--- src/rtl/note_key_encoder_pkg.sv ---
// Shared note constants, FSM state type and sharp-legality helper for the
// note key encoder and the display logic that consumes its outputs.
package notas_pkg;

  localparam logic [2:0] NOTA_DO    = 3'd0;
  localparam logic [2:0] NOTA_RE    = 3'd1;
  localparam logic [2:0] NOTA_MI    = 3'd2;
  localparam logic [2:0] NOTA_FA    = 3'd3;
  localparam logic [2:0] NOTA_SOL   = 3'd4;
  localparam logic [2:0] NOTA_LA    = 3'd5;
  localparam logic [2:0] NOTA_SI    = 3'd6;
  localparam logic [2:0] NOTA_PAUSA = 3'd7;

  typedef enum logic [0:0] {
    OCIOSO  = 1'b0,
    TOCANDO = 1'b1
  } estado_t;

  // Mi and Si have no sharp on the keyboard; a rest has no sharp either.
  function automatic logic nota_tem_sustenido(input logic [2:0] nota);
    logic tem;
    case (nota)
      NOTA_MI:    tem = 1'b0;
      NOTA_SI:    tem = 1'b0;
      NOTA_PAUSA: tem = 1'b0;
      default:    tem = 1'b1;
    endcase
    return tem;
  endfunction

endpackage

--- src/rtl/note_key_encoder_if.sv ---
// Key/switch inputs and latched note outputs of the note key encoder.
// master = key scanner side (drives keys), slave = the encoder itself.
interface note_key_encoder_if;

  logic [6:0] TECLAS;
  logic       TOM_SW;
  logic [2:0] NOTAS;
  logic       TOM_OUT;
  logic       ATIVO;
  logic       VALIDO;

  modport master (
    output TECLAS,
    output TOM_SW,
    input  NOTAS,
    input  TOM_OUT,
    input  ATIVO,
    input  VALIDO
  );

  modport slave (
    input  TECLAS,
    input  TOM_SW,
    output NOTAS,
    output TOM_OUT,
    output ATIVO,
    output VALIDO
  );

endinterface

--- src/rtl/note_key_encoder_debounce_bit.sv ---
// One raw input: 2-flop synchroniser followed by a stability counter.
// The debounced value only flips after the synced value has disagreed with
// it on DEBOUNCE_CYCLES consecutive edges; any agreement restarts the count.
module debounce_bit #(
  parameter int DEBOUNCE_CYCLES = 4
) (
  input  logic clk,
  input  logic rst,
  input  logic din,
  output logic dout
);

  localparam int              CNT_W    = $clog2(DEBOUNCE_CYCLES + 1);
  localparam logic [CNT_W-1:0] CNT_LAST = CNT_W'(DEBOUNCE_CYCLES - 1);
  localparam logic [CNT_W-1:0] CNT_ZERO = CNT_W'(0);
  localparam logic [CNT_W-1:0] CNT_ONE  = CNT_W'(1);

  logic             sync1_r;
  logic             sync2_r;
  logic             deb_r;
  logic [CNT_W-1:0] cnt_r;

  // Bring the asynchronous key level into the clock domain.
  always_ff @(posedge clk) begin
    if (rst) begin
      sync1_r <= 1'b0;
      sync2_r <= 1'b0;
    end else begin
      sync1_r <= din;
      sync2_r <= sync1_r;
    end
  end

  // Count consecutive disagreements; accept the new level on the last one.
  always_ff @(posedge clk) begin
    if (rst) begin
      deb_r <= 1'b0;
      cnt_r <= CNT_ZERO;
    end else if (sync2_r != deb_r) begin
      if (cnt_r == CNT_LAST) begin
        deb_r <= sync2_r;
        cnt_r <= CNT_ZERO;
      end else begin
        cnt_r <= cnt_r + CNT_ONE;
      end
    end else begin
      cnt_r <= CNT_ZERO;
    end
  end

  assign dout = deb_r;

endmodule

--- src/rtl/note_key_encoder.sv ---
// Note key encoder: debounces seven note keys plus the sharp switch, picks
// the lowest pressed key, latches it (sticky while held) and strobes VALIDO
// whenever the latched note code or sharp flag changes.
module note_key_encoder
  import notas_pkg::*;
#(
  parameter int DEBOUNCE_CYCLES = 4
) (
  input  logic              CLK,
  input  logic              RESET,
  note_key_encoder_if.slave io
);

  logic [7:0] raw_s;
  logic [7:0] deb_s;
  logic [6:0] keys_s;
  logic       tom_s;
  logic [7:0] key_ext_s;
  logic       any_key_s;
  logic [2:0] prio_s;
  logic       prio_tom_s;
  logic       held_key_s;
  logic       held_tom_s;

  estado_t    estado_r;
  estado_t    estado_nxt_s;
  logic [2:0] nota_r;
  logic [2:0] nota_nxt_s;
  logic       tom_r;
  logic       tom_nxt_s;
  logic       ativo_r;
  logic       ativo_nxt_s;
  logic       valido_r;
  logic       valido_nxt_s;

  assign raw_s = {io.TOM_SW, io.TECLAS};

  for (genvar g = 0; g < 8; g++) begin : g_deb
    debounce_bit #(
      .DEBOUNCE_CYCLES(DEBOUNCE_CYCLES)
    ) u_deb (
      .clk (CLK),
      .rst (RESET),
      .din (raw_s[g]),
      .dout(deb_s[g])
    );
  end

  assign keys_s    = deb_s[6:0];
  assign tom_s     = deb_s[7];
  assign key_ext_s = {1'b0, keys_s};
  assign any_key_s = |keys_s;

  // Lowest-index pressed key wins; no key gives the rest code.
  always_comb begin
    prio_s = NOTA_PAUSA;
    casez (keys_s)
      7'b??????1: prio_s = NOTA_DO;
      7'b?????10: prio_s = NOTA_RE;
      7'b????100: prio_s = NOTA_MI;
      7'b???1000: prio_s = NOTA_FA;
      7'b??10000: prio_s = NOTA_SOL;
      7'b?100000: prio_s = NOTA_LA;
      7'b1000000: prio_s = NOTA_SI;
      default:    prio_s = NOTA_PAUSA;
    endcase
  end

  // Effective sharp for a candidate new note and for the currently held one.
  always_comb begin
    prio_tom_s = tom_s & nota_tem_sustenido(prio_s);
    held_tom_s = tom_s & nota_tem_sustenido(nota_r);
    held_key_s = key_ext_s[nota_r];
  end

  // Next-state and next-output logic; VALIDO is raised only on a real change.
  always_comb begin
    estado_nxt_s = estado_r;
    nota_nxt_s   = nota_r;
    tom_nxt_s    = tom_r;
    ativo_nxt_s  = ativo_r;
    valido_nxt_s = 1'b0;
    case (estado_r)
      OCIOSO: begin
        if (any_key_s) begin
          nota_nxt_s   = prio_s;
          tom_nxt_s    = prio_tom_s;
          ativo_nxt_s  = 1'b1;
          valido_nxt_s = 1'b1;
          estado_nxt_s = TOCANDO;
        end else begin
          nota_nxt_s   = NOTA_PAUSA;
          tom_nxt_s    = 1'b0;
          ativo_nxt_s  = 1'b0;
        end
      end
      TOCANDO: begin
        if (held_key_s) begin
          if (held_tom_s != tom_r) begin
            tom_nxt_s    = held_tom_s;
            valido_nxt_s = 1'b1;
          end else begin
            tom_nxt_s    = tom_r;
          end
        end else if (any_key_s) begin
          nota_nxt_s   = prio_s;
          tom_nxt_s    = prio_tom_s;
          valido_nxt_s = 1'b1;
        end else begin
          nota_nxt_s   = NOTA_PAUSA;
          tom_nxt_s    = 1'b0;
          ativo_nxt_s  = 1'b0;
          valido_nxt_s = 1'b1;
          estado_nxt_s = OCIOSO;
        end
      end
      default: begin
        nota_nxt_s   = NOTA_PAUSA;
        tom_nxt_s    = 1'b0;
        ativo_nxt_s  = 1'b0;
        estado_nxt_s = OCIOSO;
      end
    endcase
  end

  // State and output registers; reset returns to rest with no strobe.
  always_ff @(posedge CLK) begin
    if (RESET) begin
      estado_r <= OCIOSO;
      nota_r   <= NOTA_PAUSA;
      tom_r    <= 1'b0;
      ativo_r  <= 1'b0;
      valido_r <= 1'b0;
    end else begin
      estado_r <= estado_nxt_s;
      nota_r   <= nota_nxt_s;
      tom_r    <= tom_nxt_s;
      ativo_r  <= ativo_nxt_s;
      valido_r <= valido_nxt_s;
    end
  end

  assign io.NOTAS   = nota_r;
  assign io.TOM_OUT = tom_r;
  assign io.ATIVO   = ativo_r;
  assign io.VALIDO  = valido_r;

endmodule

--- src/flat_wrapper.sv ---
// flat-port wrapper written by rule: the top's interface ports become plain ports
module note_key_encoder_flat import notas_pkg::*;
#(
  parameter int DEBOUNCE_CYCLES = 4
)
  (CLK, RESET, io_TECLAS, io_TOM_SW, io_NOTAS, io_TOM_OUT, io_ATIVO, io_VALIDO);
  note_key_encoder_if io_i ();
  input  logic CLK;
  input  logic RESET;
  input wire logic [$bits(io_i.TECLAS)-1:0] io_TECLAS;
  input wire logic [$bits(io_i.TOM_SW)-1:0] io_TOM_SW;
  output wire logic [$bits(io_i.NOTAS)-1:0] io_NOTAS;
  output wire logic [$bits(io_i.TOM_OUT)-1:0] io_TOM_OUT;
  output wire logic [$bits(io_i.ATIVO)-1:0] io_ATIVO;
  output wire logic [$bits(io_i.VALIDO)-1:0] io_VALIDO;
  assign io_i.TECLAS = io_TECLAS;
  assign io_i.TOM_SW = io_TOM_SW;
  assign io_NOTAS = io_i.NOTAS;
  assign io_TOM_OUT = io_i.TOM_OUT;
  assign io_ATIVO = io_i.ATIVO;
  assign io_VALIDO = io_i.VALIDO;
  note_key_encoder #(.DEBOUNCE_CYCLES(DEBOUNCE_CYCLES)) u_core (.CLK(CLK), .RESET(RESET), .io(io_i));
endmodule
--- config.mk ---
export PLATFORM = sky130hd
export DESIGN_NAME = note_key_encoder_flat
export DESIGN_NICKNAME = d
export VERILOG_FILES = /design/src/rtl/note_key_encoder_pkg.sv /design/src/rtl/note_key_encoder_if.sv /design/src/rtl/note_key_encoder_debounce_bit.sv /design/src/rtl/note_key_encoder.sv /design/src/flat_wrapper.sv
export SDC_FILE = /design/constraint.sdc
export NUM_CORES = 1
export LEC_CHECK = 0
export CELL_PAD_IN_SITES_DETAIL_PLACEMENT = 0
export CELL_PAD_IN_SITES_GLOBAL_PLACEMENT = 2
export CORE_MARGIN = 5
export CORE_UTILIZATION = 30
export CTS_CLUSTER_DIAMETER = 50
export DETAILED_ROUTE_END_ITERATION = 8
export PLACE_DENSITY_LB_ADDON = 0.25
export SLEW_MARGIN = 30
export SYNTH_ARGS = -nofsm -noshare
export SYNTH_HDL_FRONTEND = slang
export SYNTH_HIERARCHICAL = 1
export SYNTH_SLANG_ARGS = --single-unit
--- constraint.sdc ---
create_clock -name CLK -period 2.5 [get_ports CLK]
set_input_delay 0.5 -clock CLK [delete_from_list [all_inputs] [get_ports CLK]]
set_output_delay 0.5 -clock CLK [all_outputs]
set_load 0.005 [all_outputs]
==> impl_metrics.ini, run 1 <==
[placed_design]
io_buffer_count = 15
routabilityCongestion = 0.789
dp_hpwl_microns = 2730
place_ws_ps = 892

[global_route]
antenna_found_initial = 0
gr-usage-all-layers_pct = 9.14
grt_pass1_vias = 1322
grt_start_max_net_pins = 31
grt_pass1_wl_microns = 6300
grt-ovfl-total = 0

[sta]
rsz0062_at_grt = no
fmax_ghz = 0.542
slew_headroom_pct = 59.8
fin_crit_sh_pct = 73.8
timing.final.crit_period_ps = 1840
hold_viol_final = 0
tightest_slew_ps = 604
fin_ws_ps = 656
maxSlewViolCount = 0
setup_viol = 0
finalSetupTns_ps = 0
fin_skew_ps = 5.39

[yosys]
synth_compound_area_share_pct = 4.51
syn_area_per_cell_sq_um = 11.7
ys_types = 24
synth-xor-area-share_pct = 3.74
synth-seq-area-share_pct = 52.3
muxShareOfSynthArea_pct = 6.77
synth-simple-area-share_pct = 21.0
ys_warn_count = 6
synthCells = 180
synth_fa_ha_area_share_pct = 9.50
synth_top_family_by_area = simple AND/OR/NAND/NOR gates
synth_area_sq_um = 2110
synth_seq_cells = 55
syn_nets = 206

[floorplan]
die-area_sq_um = 8800
start_util_pct = 30.8
dieWidth_microns = 93.8
pin_count = 16
core_area_sq_um = 6830
rows = 30
die_y_microns = 93.8

[clock_tree]
post_cts_resized = 0
cts_sinks = 55
path_clk_slew_ps = 90
insertion_delay_ps = 300
ctsHoldBuffers = 0
cts_setup_buffers = 0
cts-root-buf = clkbuf_8
cts.path.max_buffers = 2
cts_tree = yes
numCtsBuffers = 5
htree_levels = 2

[critical_path]
worstPathRequired_ps = 2000
critPathMaxStageDelay_ps = 560
startpoint_type = flip-flop
ff2ff_path_depth = 4
path_buf_inv = 1
crit_chain = clkdlybuf4s50_1
cp_slowest_cell = clkdlybuf4s50_1
worstPathArrival_ps = 1340
worstSetupPathDepth = 1
crit_type = reg -> out
critPathTopFamily = buffers and inverters
crit_path_end_kind = primary output
worstPathMaxFanout = 6

[layout]
final_nets = 229
mostFrequentLayoutCell = dfxtp_1
syn2layout_area_growth_pct = 17.9
layout_common_cells = 55 x dfxtp_1, 17 x nor2b_1, 16 x nor4_1, 16 x ha_1, 14 x clkdlybuf4s50_1
layout-drive-gt1-share_pct = 11.3
diodes = 0

[pwr]
p_total_mw = 1.51
ir_worst_vdd_v = 0.000261
p_leak_nw = 0.855
power_density_nw_per_um2 = 607

[route]
drt_iter0_markers = 38
drtPass1Iterations = 4
wl_per_cell_microns = 12.2
wl_microns = 3650
drcViolationCount = 0
ant_nets = 0
routed-via-count = 1323
post_drt_via_cell_ratio = 4.42

[outcome]
outcome = finished clean

[worst_hold_path]
holdPathStages = 1
min_path_type = reg -> reg

[flow_run]
cap_violations = 0
## cells by family (layout without fill, tap and decap cells)
| kind of cell | after synthesis | count (layout) |
|---|---|---|
| muxes | 13 | 13 |
| buffers and inverters | 12 | 35 |
| and+or+nand+nor | 64 | 64 |
| xor gates and xnor gates | 9 | 9 |
| DFF | 55 | 55 |
| AOI/OAI and AO/OA | 11 | 11 |
| adders and majority gates | 16 | 16 |
## final timing paths
| check | startpoint | slack, ps | end |
|---|---|---|---|
| max | u_core/io.NOTAS[1] | 660 | io_NOTAS[1] |
| min | u_core/g_deb[6].u_deb/cnt_r[0] | 430 | u_core/g_deb[6].u_deb/cnt_r[0] |
| max reg2reg | u_core/io.NOTAS[0] | 890 | u_core/io.VALIDO |
| min reg2reg | u_core/g_deb[6].u_deb/cnt_r[0] | 430 | u_core/g_deb[6].u_deb/cnt_r[0] |
## through the flow
step	cell area (sq um)	utilization [%]	hold slack [ps]	cells
final	2480	36.4	432	299
after global routing	2480	36.4	451	299
after CTS	2480	36.4	437	299
after detailed placement	2380	34.9	424	292
after global placement	2380	34.9	413	292
after floorplan	2110	-	404	180
## where the power goes
group / leakage [nW] / total (mW) / internal [mW] / switching [mW]
Clock: 0.0513 / 0.557 / 0.294 / 0.264
Combinational: 0.357 / 0.0537 / 0.0273 / 0.0265
Sequential: 0.447 / 0.898 / 0.891 / 0.00707
Total: 0.855 / 1.51 / 1.21 / 0.297
## synthesized netlist by cell type
master | n | area, sq um
mux2i_1 | 12 | 120
a221oi_2 | 1 | 15.0
ha_1 | 16 | 200
clkbuf_2 | 1 | 5.00
nor3_1 | 3 | 15.0
nor2_1 | 13 | 48.8
nor4_1 | 16 | 100
nor4b_2 | 8 | 120
dfxtp_1 | 55 | 1100
nor2b_1 | 17 | 106
xnor2_1 | 9 | 78.8
o21ai_2 | 1 | 8.76
nand3b_1 | 1 | 7.51
inv_1 | 11 | 41.3
a311o_1 | 1 | 10.0
o21ai_0 | 1 | 5.00
or4_1 | 1 | 7.51
nand2b_1 | 4 | 25.0
o21a_1 | 2 | 15.0
o21ba_2 | 1 | 10.0
a21oi_4 | 1 | 16.3
nor4_2 | 1 | 12.5
a21oi_1 | 3 | 15.0
mux4_2 | 1 | 22.5
## area by class of cell
type	instances	area, sq um
multi-input combinational	113	960
inverter	11	41.3
clock buffer	6	72.6
fill	718	4350
clock inverter	1	30.0
timing repair buffer	17	160
tap	96	120
sequential	55	1100
## routing by layer
metal	up-vias	wire length (microns)	part of all wire (%)	track usage [%]
met1	631	1660	45	11.0
met2	11	1850	51	15.3
met3	4	104	2.8	2.80
met4	0	46	1.3	3.25
met5	-	0	0	0
li1	677	-	-	-
## state kept, by name, summed over array words and instances, names as in the netlist
signal                      count
u_core/g_deb.u_deb/sync1_r      8
u_core/estado_r                 1
u_core/io.TOM_OUT               1
u_core/io.NOTAS                 3
u_core/g_deb.u_deb/cnt_r       24
u_core/g_deb.u_deb/sync2_r      8
u_core/io.ATIVO                 1
u_core/g_deb.u_deb/dout         8
u_core/io.VALIDO                1
Note: power is estimated with default switching activity, not from simulation.
==> run 2: changes to the inputs <==
==> constraint.sdc (replaced) <==
create_clock -name CLK -period 1.9 [get_ports CLK]
set_input_delay 0.38 -clock CLK [delete_from_list [all_inputs] [get_ports CLK]]
set_output_delay 0.38 -clock CLK [all_outputs]
set_load 0.005 [all_outputs]
==> run 2 against run 1 <==
Clock-buffer cell count is the same; sequential share of layout area hardly changed; highest routed layer unchanged; setup slack worse by 480 ps; sequential cell count unchanged; sequential power is 31% higher; critical endpoint is now io_NOTAS[0]; critical path depth is the same; via count fell by 0.45%; critical path type unchanged; cell area fell by 0.10%.
==> impl_metrics.ini, run 2 (same netlist as run 1, synthesis figures left out) <==
[sta]
rsz0062_at_grt = no
fmax_ghz = 0.581
fin_skew_ps = 7.28
finalSetupTns_ps = 0
hold_viol_final = 0
setup_viol = 0
slew_headroom_pct = 59.0
timing.final.crit_period_ps = 1720
tightest_slew_ps = 614
fin_crit_sh_pct = 90.6
maxSlewViolCount = 0

[layout]
layout-drive-gt1-share_pct = 11.8
top_register = u_core/g_deb.u_deb/cnt_r
syn2layout_area_growth_pct = 17.8
largest_reg_flops = 24
final_nets = 229
fin_area_sq_um = 2480
finalCoreUtilization_pct = 36.3
diodes = 0
layout_common_cells = 55 x dfxtp_1, 17 x nor2b_1, 16 x nor4_1, 16 x ha_1, 14 x clkdlybuf4s50_1
final_cells = 299
mostFrequentLayoutCell = dfxtp_1

[critical_path]
worstPathMaxFanout = 6
critPathTopFamily = buffers and inverters
worstPathRequired_ps = 1520
reg2reg_slack_ps = 250
r2r-start = u_core/io.NOTAS[0]
startpoint_type = flip-flop
crit_chain = clkdlybuf4s50_1
reg2reg_to = u_core/io.VALIDO
cp_slowest_cell = clkdlybuf4s50_1
crit_path_end_kind = primary output
crit_type = reg -> out
ff2ff_path_depth = 4
worstPathArrival_ps = 1340
path_buf_inv = 1
critPathMaxStageDelay_ps = 580

[global_route]
antenna_found_initial = 0
grt-ovfl-total = 0
grt_pass1_vias = 1303
gr-usage-all-layers_pct = 8.56
grt_pass1_wl_microns = 5890
grt_start_max_net_pins = 31

[floorplan]
die-area_sq_um = 8800
dieWidth_microns = 93.8
die_y_microns = 93.8
rows = 30
pin_count = 16
start_util_pct = 30.8
core_area_sq_um = 6830

[pwr]
combPwrFrac_pct = 3.8
seqPwrFrac_pct = 62.5
switching_share_pct = 20.8
switchingPower_uw = 392
p_total_mw = 1.89
power_density_nw_per_um2 = 762
clockPowerShare_pct = 33.7
p_leak_nw = 0.855
ir_worst_vdd_v = 0.000390
p_int_mw = 1.50

[route]
wl_per_cell_microns = 11.8
drt_iter0_markers = 59
post_drt_via_cell_ratio = 4.40
ant_nets = 0
drtPass1Iterations = 5
wl_microns = 3520
routed-via-count = 1317
drcViolationCount = 0

[clock_tree]
post_cts_resized = 0
htree_levels = 2
numCtsBuffers = 5
cts_tree = yes
path_clk_slew_ps = 90
cts_sinks = 55
insertion_delay_ps = 300
cts-root-buf = clkbuf_8
ctsHoldBuffers = 0
cts.path.max_buffers = 2
cts_setup_buffers = 0

[placed_design]
postPlaceCellArea_sq_um = 2390
dp_hpwl_microns = 2570
place_inst = 292
routabilityCongestion = 0.748
io_buffer_count = 15

[worst_hold_path]
hp-start = u_core/g_deb[6].u_deb/cnt_r[0]
hold_path_end = u_core/g_deb[6].u_deb/cnt_r[0]
holdPathStages = 1
min_path_type = reg -> reg

[flow_run]
cap_violations = 0

[outcome]
outcome = finished clean
[run 2: metal layers]
metal  track usage (%)  wire [microns]
met3              3.04             133
met1              9.41            1560
met2              15.0            1790
met4              3.25              29
met5                 0               0
[run 2: worst max-delay path by stage]
| stage | start | endpoint | slack [ps] | cells past startpoint |
|---|---|---|---|---|
| floorplan | u_core/io.NOTAS[0] | u_core/io.NOTAS[2] | 380 | 4 |
| global placement | u_core/io.NOTAS[0] | u_core/io.NOTAS[2] | 350 | 4 |
| detailed placement | u_core/io.NOTAS[0] | u_core/io.VALIDO | 290 | 4 |
| CTS | u_core/io.NOTAS[0] | io_NOTAS[0] | 150 | 1 |
| global route | u_core/io.NOTAS[0] | io_NOTAS[0] | 110 | 1 |
| finish | u_core/io.NOTAS[0] | io_NOTAS[0] | 180 | 1 |
[run 2: final cells by class]
cell class	instances	area, sq um
fill	710	4350
sequential	55	1100
multi-input combinational	113	960
timing repair buffer	17	173
tap	96	120
clock buffer	6	82.6
inverter	11	41.3
clock inverter	1	5.00
[run 2: metrics by stage]
stage | hold slack [ps] | setup slack (ps)
after floorplan | 404 | 378
after global placement | 414 | 349
after detailed placement | 421 | 289
after CTS | 435 | 152
after global routing | 446 | 106
final | 430 | 179
[run 2: power by group through the flow]
stage	sequential (mW)	combinational [mW]	clock, mW
global placement	1.21	0.0713	0
global route	1.18	0.0808	0.719
floorplan	1.21	0.0298	0
CTS	1.18	0.0746	0.669
detailed placement	1.21	0.0742	0
finish	1.18	0.0725	0.637
==> run 3: changes to the inputs <==
--- a/config.mk
+++ b/config.mk
@@ -5,6 +5,7 @@
 export SDC_FILE = /design/constraint.sdc
 export NUM_CORES = 1
 export LEC_CHECK = 0
+export CAP_MARGIN = 20
 export CELL_PAD_IN_SITES_DETAIL_PLACEMENT = 0
 export CELL_PAD_IN_SITES_GLOBAL_PLACEMENT = 2
 export CORE_MARGIN = 5
@@ -12,6 +13,7 @@
 export CTS_CLUSTER_DIAMETER = 50
 export DETAILED_ROUTE_END_ITERATION = 8
 export PLACE_DENSITY_LB_ADDON = 0.25
+export REMOVE_ABC_BUFFERS = 1
 export SLEW_MARGIN = 30
 export SYNTH_ARGS = -nofsm -noshare
 export SYNTH_HDL_FRONTEND = slang
==> run 3 against run 2 <==
Power rose by 8.0%; sequential share of layout area fell by 0.40 points; setup slack got worse by 13 ps; maximum frequency fell by 0.78%; critical path type unchanged.
==> impl_metrics.ini, run 3 (same netlist as run 1, synthesis figures left out) <==
[outcome]
outcome = finished clean

[pwr]
power_density_nw_per_um2 = 815
p_leak_nw = 0.865
ir_worst_vdd_v = 0.000286

[global_route]
grt-ovfl-total = 0
grt_start_max_net_pins = 37
grt_pass1_vias = 1342
gr-usage-all-layers_pct = 8.89
grt_pass1_wl_microns = 6130
antenna_found_initial = 0

[route]
drt_iter0_markers = 36
routed-via-count = 1313
drtPass1Iterations = 4
ant_nets = 0
wl_per_cell_microns = 11.6
drcViolationCount = 0
post_drt_via_cell_ratio = 4.39
wl_microns = 3470

[layout]
largest_reg_flops = 24
syn2layout_area_growth_pct = 18.9
fillCellCount = 701
layout-drive-gt1-share_pct = 11.8
layout_common_cells = 55 x dfxtp_1, 17 x nor2b_1, 16 x nor4_1, 16 x ha_1, 14 x clkdlybuf4s50_1
mostFrequentLayoutCell = dfxtp_1
top_register = u_core/g_deb.u_deb/cnt_r
diodes = 0
final_cells = 299
final_nets = 228

[sta]
maxSlewViolCount = 0
rsz0062_at_grt = no
slew_headroom_pct = 68.9
finalSetupTns_ps = 0
tightest_slew_ps = 466
setup_viol = 0
fmax_ghz = 0.577
timing.final.crit_period_ps = 1730
fin_crit_sh_pct = 91.3
fin_skew_ps = 7.17
hold_viol_final = 0

[floorplan]
core_area_sq_um = 6830
dieWidth_microns = 93.8
rows = 30
die_y_microns = 93.8
die-area_sq_um = 8800
start_util_pct = 30.8
pin_count = 16

[critical_path]
crit_chain = clkdlybuf4s50_1
worstPathArrival_ps = 1350
worstPathRequired_ps = 1520
cp_slowest_cell = clkdlybuf4s50_1
critPathTopFamily = buffers and inverters
crit_path_end_kind = primary output
crit_type = reg -> out
startpoint_type = flip-flop
path_buf_inv = 1
worstPathMaxFanout = 6
critPathMaxStageDelay_ps = 580

[clock_tree]
path_clk_slew_ps = 90
cts-root-buf = clkbuf_8
cts_setup_buffers = 0
cts_sinks = 55
htree_levels = 2
post_cts_resized = 0
cts_tree = yes
ctsHoldBuffers = 0
numCtsBuffers = 5
cts.path.max_buffers = 2
insertion_delay_ps = 310

[flow_run]
cap_violations = 0

[worst_hold_path]
min_path_type = reg -> reg

[placed_design]
io_buffer_count = 15
routabilityCongestion = 0.763
place_inst = 291
dp_hpwl_microns = 2540
[run 3: final timing paths]
| path | startpoint | to | slack [ps] | depth (start not counted) |
|---|---|---|---|---|
| max | u_core/io.NOTAS[0] | io_NOTAS[0] | 170 | 1 |
| min | u_core/g_deb[0].u_deb/cnt_r[0] | u_core/g_deb[0].u_deb/cnt_r[0] | 440 | 1 |
| max reg2reg | u_core/io.NOTAS[0] | u_core/io.VALIDO | 260 | 4 |
| min reg2reg | u_core/g_deb[0].u_deb/cnt_r[0] | u_core/g_deb[0].u_deb/cnt_r[0] | 440 | 1 |
[run 3: final cells by class]
type	count	area, sq um	share of cell area, %
multi-input combinational	113	960	38.3
inverter	11	41.3	1.65
tap	96	120	4.80
clock buffer	6	82.6	3.30
sequential	55	1100	44.0
timing repair buffer	16	165	6.59
clock inverter	2	35.0	1.40
[run 3: power breakdown]
group | switching (mW) | leakage [nW] | total, mW | internal, mW
Sequential | 0.00884 | 0.447 | 1.18 | 1.17
Combinational | 0.0341 | 0.356 | 0.0714 | 0.0374
Clock | 0.362 | 0.0612 | 0.788 | 0.427
Total | 0.404 | 0.865 | 2.04 | 1.64
[run 3: stage by stage]
| stage | power, mW | worst slack, ps | util (%) | hold WS (ps) | cell area, sq um |
|---|---|---|---|---|---|
| detailed placement | 1.28 | 274 | 34.9 | 424 | 2390 |
| finish | 2.04 | 166 | 36.7 | 440 | 2500 |
| CTS | 2.07 | 119 | 36.7 | 441 | 2500 |
| global placement | 1.28 | 352 | 34.9 | 414 | 2390 |
| global route | 2.13 | 83.1 | 36.7 | 446 | 2500 |
| floorplan | 1.23 | 378 | - | 404 | 2100 |
[run 3: routing by layer]
metal,GRT usage (%),part of all wire [%]
met5,0,0
met4,4.33,2.1
met3,3.21,3.5
met2,14.3,49
met1,10.4,46
